--- config.mk ---
export PLATFORM = sky130hd
export DESIGN_NAME = fft_reorder
export DESIGN_NICKNAME = d
export VERILOG_FILES = /design/src/rtl/fft_pkg.sv /design/src/rtl/fft_reorder_ram.sv /design/src/rtl/fft_reorder.sv
export SDC_FILE = /design/constraint.sdc
export NUM_CORES = 2
export LEC_CHECK = 0
export BUFFER_PORTS_ARGS = -buffer_cell sky130_fd_sc_hd__buf_2
export CAP_MARGIN = 20
export CORE_UTILIZATION = 50
export DETAILED_ROUTE_END_ITERATION = 10
export GPL_TIMING_DRIVEN = 0
export HOLD_SLACK_MARGIN = 0.1
export PLACE_DENSITY = 0.65
export SLEW_MARGIN = 20
export SYNTH_ARGS = -nofsm -noshare
export SYNTH_HDL_FRONTEND = slang
export SYNTH_HIERARCHICAL = 1
export SYNTH_SLANG_ARGS = --single-unit
--- constraint.sdc ---
create_clock -name clk -period 11.7 [get_ports clk]
set_input_delay 1.17 -clock clk [delete_from_list [all_inputs] [get_ports clk]]
set_output_delay 1.17 -clock clk [all_outputs]
set_load 0.005 [all_outputs]
--- src/rtl/fft_pkg.sv ---
// Shared types and helpers for the FFT output reorder block.
// Optional build macro used by fft_reorder: FFT_REORDER_BIN_IDX_EN.
package fft_pkg;

  // Default width of each real/imag component.
  localparam int unsigned WidthDefault = 16;

  // Widest address the bit-reverse helper supports (N up to 4096).
  localparam int unsigned BitrevMaxW = 12;

  // Read-side FSM states.
  typedef enum logic {
    StIdle,
    StRead
  } rd_state_e;

  // Reverse the low log2n bits of value; upper result bits are zero.
  function automatic logic [BitrevMaxW-1:0] bitrev(input logic [BitrevMaxW-1:0] value,
                                                   input int unsigned log2n);
    logic [BitrevMaxW-1:0] rev;
    rev = '0;
    for (int i = 0; i < int'(BitrevMaxW); i++) begin
      if (i < int'(log2n)) begin
        rev[i] = value[int'(log2n) - 1 - i];
      end
    end
    return rev;
  endfunction

endpackage

--- src/rtl/fft_reorder_ram.sv ---
// Simple dual-port RAM with registered read, written for block-RAM inference.
// The address MSB selects the ping-pong bank; contents are never reset.
module fft_reorder_ram
  import fft_pkg::*;
#(
  parameter int unsigned Depth = 128,
  parameter int unsigned DataW = 32,
  localparam int unsigned AddrW = $clog2(Depth)
) (
  input  logic             clk_i,
  input  logic             we_i,
  input  logic [AddrW-1:0] waddr_i,
  input  logic [DataW-1:0] wdata_i,
  input  logic [AddrW-1:0] raddr_i,
  output logic [DataW-1:0] rdata_o
);

  logic [DataW-1:0] mem_q [Depth];
  logic [DataW-1:0] rdata_q;

  // Write port.
  always_ff @(posedge clk_i) begin
    if (we_i) begin
      mem_q[waddr_i] <= wdata_i;
    end
  end

  // Registered read port; reads every cycle, the consumer qualifies the data.
  always_ff @(posedge clk_i) begin
    rdata_q <= mem_q[raddr_i];
  end

  assign rdata_o = rdata_q;

endmodule

--- src/rtl/fft_reorder.sv ---
// Bit-reversed to natural-order reorder buffer for the SDF FFT output stream.
// Ping-pong pair of N-entry banks; output is valid-only, no backpressure.
// Optional build macro: FFT_REORDER_BIN_IDX_EN adds the out_idx bin index port.
module fft_reorder
  import fft_pkg::*;
#(
  parameter int unsigned N     = 64,
  parameter int unsigned WIDTH = fft_pkg::WidthDefault,
  localparam int unsigned LOG2N = $clog2(N)
) (
  input  logic             clk,
  input  logic             rst_n,
  input  logic             enable_in,
  input  logic [WIDTH-1:0] in_re,
  input  logic [WIDTH-1:0] in_im,
  output logic             enable_out,
  output logic [WIDTH-1:0] out_re,
  output logic [WIDTH-1:0] out_im,
  output logic             frame_start
`ifdef FFT_REORDER_BIN_IDX_EN
  ,
  output logic [LOG2N-1:0] out_idx
`endif
);

  // Write side state.
  logic [LOG2N-1:0] wcnt_q, wcnt_d;
  logic             wbank_q, wbank_d;
  logic             rbank_next_q, rbank_next_d;
  logic             frame_done;

  // Read side state.
  rd_state_e        state_q, state_d;
  logic [LOG2N-1:0] rcnt_q, rcnt_d;
  logic             rbank_q, rbank_d;
  logic             pend_q, pend_d;
  logic             rd_active;

  // RAM-read pipeline stage and output registers.
  logic             rd_valid_q, rd_valid_d;
  logic             rd_first_q, rd_first_d;
  logic             enable_out_q, enable_out_d;
  logic             frame_start_q, frame_start_d;
  logic [WIDTH-1:0] out_re_q, out_re_d;
  logic [WIDTH-1:0] out_im_q, out_im_d;
`ifdef FFT_REORDER_BIN_IDX_EN
  logic [LOG2N-1:0] rd_idx_q, rd_idx_d;
  logic [LOG2N-1:0] out_idx_q, out_idx_d;
`endif

  logic [BitrevMaxW-1:0] wr_rev;
  logic [LOG2N-1:0]      wr_addr;
  logic [2*WIDTH-1:0]    rdata;
  logic                  unused_wr_rev;

  assign wr_rev        = bitrev(BitrevMaxW'(wcnt_q), LOG2N);
  assign wr_addr       = wr_rev[LOG2N-1:0];
  assign unused_wr_rev = ^wr_rev;

  fft_reorder_ram #(
    .Depth(2 * N),
    .DataW(2 * WIDTH)
  ) u_ram (
    .clk_i  (clk),
    .we_i   (enable_in),
    .waddr_i({wbank_q, wr_addr}),
    .wdata_i({in_re, in_im}),
    .raddr_i({rbank_q, rcnt_q}),
    .rdata_o(rdata)
  );

  // Write counter/bank; frame_done marks acceptance of the last sample of a frame.
  always_comb begin
    frame_done   = enable_in && (wcnt_q == '1);
    wcnt_d       = wcnt_q;
    wbank_d      = wbank_q;
    rbank_next_d = rbank_next_q;
    if (enable_in) begin
      wcnt_d = wcnt_q + LOG2N'(1);
    end
    if (frame_done) begin
      wbank_d      = ~wbank_q;
      rbank_next_d = wbank_q;
    end
  end

  // Read FSM: one natural-order frame per N READ cycles, chaining frames without a gap.
  always_comb begin
    state_d   = state_q;
    rcnt_d    = rcnt_q;
    rbank_d   = rbank_q;
    pend_d    = pend_q;
    rd_active = 1'b0;
    unique case (state_q)
      StIdle: begin
        if (frame_done) begin
          state_d = StRead;
          rcnt_d  = '0;
          rbank_d = rbank_next_d;
        end
      end
      StRead: begin
        rd_active = 1'b1;
        rcnt_d    = rcnt_q + LOG2N'(1);
        if (rcnt_q == '1) begin
          if (frame_done || pend_q) begin
            rcnt_d  = '0;
            rbank_d = rbank_next_d;
            pend_d  = 1'b0;
          end else begin
            state_d = StIdle;
          end
        end else if (frame_done) begin
          pend_d = 1'b1;
        end
      end
      default: state_d = StIdle;
    endcase
  end

  // Output pipeline: qualifies the registered RAM data; data holds while idle.
  always_comb begin
    rd_valid_d    = rd_active;
    rd_first_d    = rd_active && (rcnt_q == '0);
    enable_out_d  = rd_valid_q;
    frame_start_d = rd_first_q;
    out_re_d      = out_re_q;
    out_im_d      = out_im_q;
    if (rd_valid_q) begin
      out_re_d = rdata[2*WIDTH-1:WIDTH];
      out_im_d = rdata[WIDTH-1:0];
    end
`ifdef FFT_REORDER_BIN_IDX_EN
    rd_idx_d  = rcnt_q;
    out_idx_d = out_idx_q;
    if (rd_valid_q) begin
      out_idx_d = rd_idx_q;
    end
`endif
  end

  // State registers, all cleared asynchronously.
  always_ff @(posedge clk or negedge rst_n) begin
    if (!rst_n) begin
      wcnt_q        <= '0;
      wbank_q       <= 1'b0;
      rbank_next_q  <= 1'b0;
      state_q       <= StIdle;
      rcnt_q        <= '0;
      rbank_q       <= 1'b0;
      pend_q        <= 1'b0;
      rd_valid_q    <= 1'b0;
      rd_first_q    <= 1'b0;
      enable_out_q  <= 1'b0;
      frame_start_q <= 1'b0;
      out_re_q      <= '0;
      out_im_q      <= '0;
`ifdef FFT_REORDER_BIN_IDX_EN
      rd_idx_q      <= '0;
      out_idx_q     <= '0;
`endif
    end else begin
      wcnt_q        <= wcnt_d;
      wbank_q       <= wbank_d;
      rbank_next_q  <= rbank_next_d;
      state_q       <= state_d;
      rcnt_q        <= rcnt_d;
      rbank_q       <= rbank_d;
      pend_q        <= pend_d;
      rd_valid_q    <= rd_valid_d;
      rd_first_q    <= rd_first_d;
      enable_out_q  <= enable_out_d;
      frame_start_q <= frame_start_d;
      out_re_q      <= out_re_d;
      out_im_q      <= out_im_d;
`ifdef FFT_REORDER_BIN_IDX_EN
      rd_idx_q      <= rd_idx_d;
      out_idx_q     <= out_idx_d;
`endif
    end
  end

  assign enable_out  = enable_out_q;
  assign frame_start = frame_start_q;
  assign out_re      = out_re_q;
  assign out_im      = out_im_q;
`ifdef FFT_REORDER_BIN_IDX_EN
  assign out_idx     = out_idx_q;
`endif

endmodule

# ---- Word-level counts from Yosys, hierarchy flattened
# Memories as Yosys holds them, arrays and structs flattened. A register that Yosys moved wholly into a read port is not among the register bits.
# Index checks and enable logic that the tools add are counted.
# W data, S select, Z words.
dict set report totals {
  romBits 0
  in_bits 35
  output_inout_bits 34
  latchBits 0
  ram_bits 4096
  mem_count 1
  reg_bits 53
  elab_cells 50
}
# memory words word_bits read_ports rd_clocked_by_memory_dff write_ports line
set mem_list {}
lappend mem_list {u_ram.mem_q 128 32 1 1 1 fft_reorder_ram.sv:18} ;# logic [DataW-1:0] mem_q [Depth];
dict set report op_classes {
  addsub 2
  n_reduce_logical 7
  shift 0
  div 0
  n_mul 0
  n_lt_le_gt_ge 0
  n_mux 19
  bitwise_logic 2
  eq_ne 6
}
# operator n
set op_table {}
lappend op_table {{$mux W6} 3}
lappend op_table {{$mux W1} 13}
lappend op_table {{$add A6 B1 Y6 const B} 2}
lappend op_table {{$eq A6 B6 Y1 const B} 2}
lappend op_table {{$pmux W6 S2} 1}
lappend op_table {{$logic_not A6 Y1} 1}
lappend op_table {{$ne A2 B1 Y1 const B} 3}
lappend op_table {{$reduce_and A3 Y1} 2}
lappend op_table {{$pmux W1 S2} 2}
lappend op_table {{$logic_and A1 B1 Y1} 2}
lappend op_table {{$ne A2 B2 Y1 const B} 1}
lappend op_table {{$not A1 Y1} 2}
lappend op_table {{$reduce_bool A2 Y1} 1}
lappend op_table {{$logic_or A1 B1 Y1} 1}

# ---- Longest topological paths before layout
dict set report depth {
  ltp_word 6
  mapped_depth 8
  ltp_nobuf 5
}

# ---- Modules after synthesis
# The synthesis kept the hierarchy.
# mod cells_each seq_area_each_um2 instances area_per_inst_um2
set modules_own_cells {}
lappend modules_own_cells {fft_reorder_ram 5990 123638.6 1 156276.1}
lappend modules_own_cells {fft_reorder 162 1326.3 1 2155.8}

# ---- Worst setup path after synthesis
# No wires, ideal clock.
dict set report synth_timing {
  kind {input port to flip-flop}
  start {input enable_in}
  end {memory u_ram.mem_q[98][0] (enable)}
  path_slack_ns 7.290
  setup_ns 0.461
  n_path_buf 1
  cell_stages 3
  arrival_time_ns 3.949
  t_required_ns 11.239
  cell_sequence {clkbuf_1 > nand4_1 > nor3_1}
}
dict set report synth_via {
  elab_chain_len 2
}
# element line
set synth_lines {}
lappend synth_lines {{start: declaration} fft_reorder.sv:13} ;# input logic enable_in,
lappend synth_lines {{$mux W1} fft_reorder_ram.sv:23} ;# if (we_i) begin
lappend synth_lines {{$mux W1 (implied by the code)} fft_reorder_ram.sv:24} ;# mem_q[waddr_i] <= wdata_i;
lappend synth_lines {{end: declaration} fft_reorder_ram.sv:18}
# Every way passes these cells.

==> results_dict.tcl <==
set metrics [dict create \
    grt_antenna_before_repair 67 \
    cts_resized 0 \
    synth_edf_count 4096 \
    rows 206 \
    ys_warn_count 6 \
    drtPass1Iterations 6 \
    outcome "finished, final reports clean" \
    fin_tns_setup_ps 0 \
    synthArstFlopShare 0.0127 \
    n_fill_cell 21600 \
    endpoint_kind "flop" \
    critical_path.cell_chain "clkbuf_1, buf_2, clkbuf_2, buf_16, buf_1, mux4_2, mux4_2, mux4_2, mux2_2" \
    clk_path_buf_depth 4 \
    power_density_nw_per_um2 194 \
    cts_setup_buffers 0 \
    die_w_um 565 \
    clock-sinks 4181 \
    grt_pass1_wl_um 569000 \
    cts_tree "built" \
    drc 0 \
    fin_ws_ps 6370 \
    max_stage_delay_ps 770 \
    path_class "flop to flop" \
    ys_ff_latch 4181 \
    hpwlAfterDp_um 281000 \
    slowest_stage "mux4_2" \
    clk_pin_slew_ps 60 \
    grtUsageTotal 0.259 \
    place_ws_ps 6480 \
    crit_path_frequent_cell "mux4_2" \
    finalWirelength_um 410000 \
    grt_remaining_overflow 0 \
    synth_compound_area_frac 0.000790 \
    critPathLaunchType "flop" \
    path_max_fanout 10 \
    wl_met3_um 44000 \
    io_pins 69 \
    highest_layer "met5" \
    syn_avg_cell_area_um2 25.8 \
    synthCells 6152 \
    root_buffer "clkbuf_16" \
    period_needed_ps 5330 \
    cp-startpoint "rcnt_q[2]$_DFFE_PN0P_" \
    ys_dominant_reg_cell "edfxtp_1" \
    die_h_um 565 \
    dieArea_um2 319000 \
    vias 73400 \
    wl_met1_um 155000 \
    wl_per_cell_um 35.7 \
    drv_cap 0 \
    yosysMostFrequentCell "edfxtp_1" \
    synth_fp_nets 6190 \
    synth_xor_area_frac 0.000387 \
    ant_nets 0 \
    crit-reg2reg-launch "rcnt_q[2]$_DFFE_PN0P_" \
    wl_met2_um 197000 \
    synthSimpleGateAreaFrac 0.00545 \
    synthAdderAreaFrac 0.000237 \
    ys_top_cells_by_count "4096 x edfxtp_1, 1344 x mux4_2, 184 x clkbuf_1" \
    numCtsBuffers 409 \
    synth.top_cell.area_share 0.776 \
    path_buf_inv 5 \
    vias_per_cell 6.40 \
    h-tree-depth 5 \
    synth.distinct_cells 40 \
    ir_drop_uv 134 \
    grt_max_degree 101 \
    critPathTopFamily "buffers and inverters" \
    r2r_slack_ps 6370 \
    required_ps 12540 \
    hold_buffers 0 \
    coreArea_um2 315000 \
    final_nets 6917 \
    min_period_over_period 0.456 \
    max_clock_freq_mhz 188 \
    skew_ps 66.2 \
    max_slew_margin 0.218 \
    min_path_type "primary input to asynchronous set/reset pin" \
    synth_area_leader_cell "edfxtp_1" \
    portBuffers 68 \
    synth_area_um2 158000 \
    synth_top_family_by_area "multiplexers" \
    hold_viol_final 0 \
    synthTopCellsByArea "edfxtp_1 78%, mux4_2 19%, dfrtp_1 0.84%" \
    cp_data_arrival_time_ps 6170 \
    area_delta_synth_final_pct 16.2 \
    first_global_vias 72600 \
    worst_pin_slew_ps 1170 \
    place_congestion 0.903 \
    synthMuxAreaShare 0.196 \
    initial_utilization 0.503 \
    seq_area_frac_synth 0.789 \
    grt_setup_unrepaired "false" \
    drt_iter0_markers 9822 \
    setup_violations 0 \
    slew_viol_final 0 \
    leakagePower_uw 0.0553 \
    drive_above_1_share 0.356 \
    clock_latency_ps 970 \
]
==> state kept, by name (all words and copies together) (netlist names) <==
signal         flops
out_re            16
rcnt_q             6
frame_start_d      1
out_im            16
frame_start        1
state_q            1
u_ram/rdata_o     32
wbank_q            1
rbank_next_q       1
pend_q             1
u_ram/mem_q     4096
wcnt_q             6
enable_out_d       1
rbank_q            1
enable_out         1
==> final timing paths <==
path,to,cells past startpoint
setup / recovery,u_ram/rdata_o[18]$_DFF_P_,9
hold reg to reg,frame_start$_DFF_PN0_,0
setup reg to reg,u_ram/rdata_o[18]$_DFF_P_,9
hold / removal,out_re[7]$_DFFE_PN0P_,1
min in group clk,frame_start$_DFF_PN0_,0
max in group asynchronous,rcnt_q[2]$_DFFE_PN0P_,1
==> routing by layer <==
metal / vias up / global-route usage
li1: 28600 / -
met1: 40300 / 0.361
met2: 3862 / 0.407
met3: 585 / 0.0611
met4: 6 / 0.0886
met5: - / 0
==> layout make-up <==
| class | instances | area (um^2) | area share |
|---|---|---|---|
| Multi-Input combinational cell | 1644 | 33000 | 0.180 |
| Sequential cell | 4181 | 125000 | 0.679 |
| Antenna cell | 87 | 218 | 0.00118 |
| Tap cell | 4160 | 5200 | 0.0283 |
| Timing Repair Buffer | 316 | 5930 | 0.0322 |
| Buffer | 322 | 1400 | 0.00758 |
| Clock buffer | 496 | 10700 | 0.0579 |
| Clock inverter | 253 | 2630 | 0.0143 |
| Inverter | 5 | 18.8 | 0.000102 |
==> placed cells by master (no fill, tap or decap), types with 4 or more instances in the layout <==
cell type   netlist  routed
diode_2           0      87
edfxtp_1       4096    4096
xnor2_1           5       5
clkbuf_8          0       4
nor3_2            0       9
dfxtp_1          32      32
nand2_1          26      26
bufinv_16         0      39
clkinv_1          0      89
nor2b_1           7       7
buf_16            0     137
o21ai_0           9       9
buf_4             3      49
nor2_1          127       8
mux2_2           65      65
mux4_2         1344    1344
buf_1            50      38
nand3_1          17      17
clkinvlp_4        0      11
buf_6             2      38
clkinv_4          0       4
inv_16            0       6
clkinv_16         0      10
clkinv_2          0      80
buf_2            83     123
inv_6             0       6
clkbuf_2          0      40
clkinv_8          0       8
clkbuf_1        184     231
nand4_1           4       4
nor2_4            0     119
buf_12            0      60
dfrtp_1          53      53
inv_1             5       5
clkbuf_16         0     412
==> kinds of logic after synthesis <==
logic type	after synthesis
mux	1411
simple gates	204
flops	4181
buf+inv	327
compound gates	19
fa+ha+maj	3
xor+xnor	7
==> where the power goes <==
group          internal [uW]  switching, uW
logic                   2390           3350
registers              16900            159
clock network           7390           5620
total                  26600           9120
==> per-stage QoR <==
stage / power [uW] / util / std cells / hold WS, ps / cell area, um^2
5_1_grt: 36700 / 0.584 / 11400 / 292 / 184000
2_1_floorplan: 20500 / - / 6152 / 331 / 158000
3_5_place_dp: 23000 / 0.541 / 10600 / 335 / 170000
3_3_place_gp: 22700 / 0.521 / 10400 / 333 / 164000
4_1_cts: 35900 / 0.583 / 11400 / 243 / 184000
6_report: 35800 / 0.584 / 11500 / 270 / 184000
Note: power is estimated with default switching activity, not from simulation.
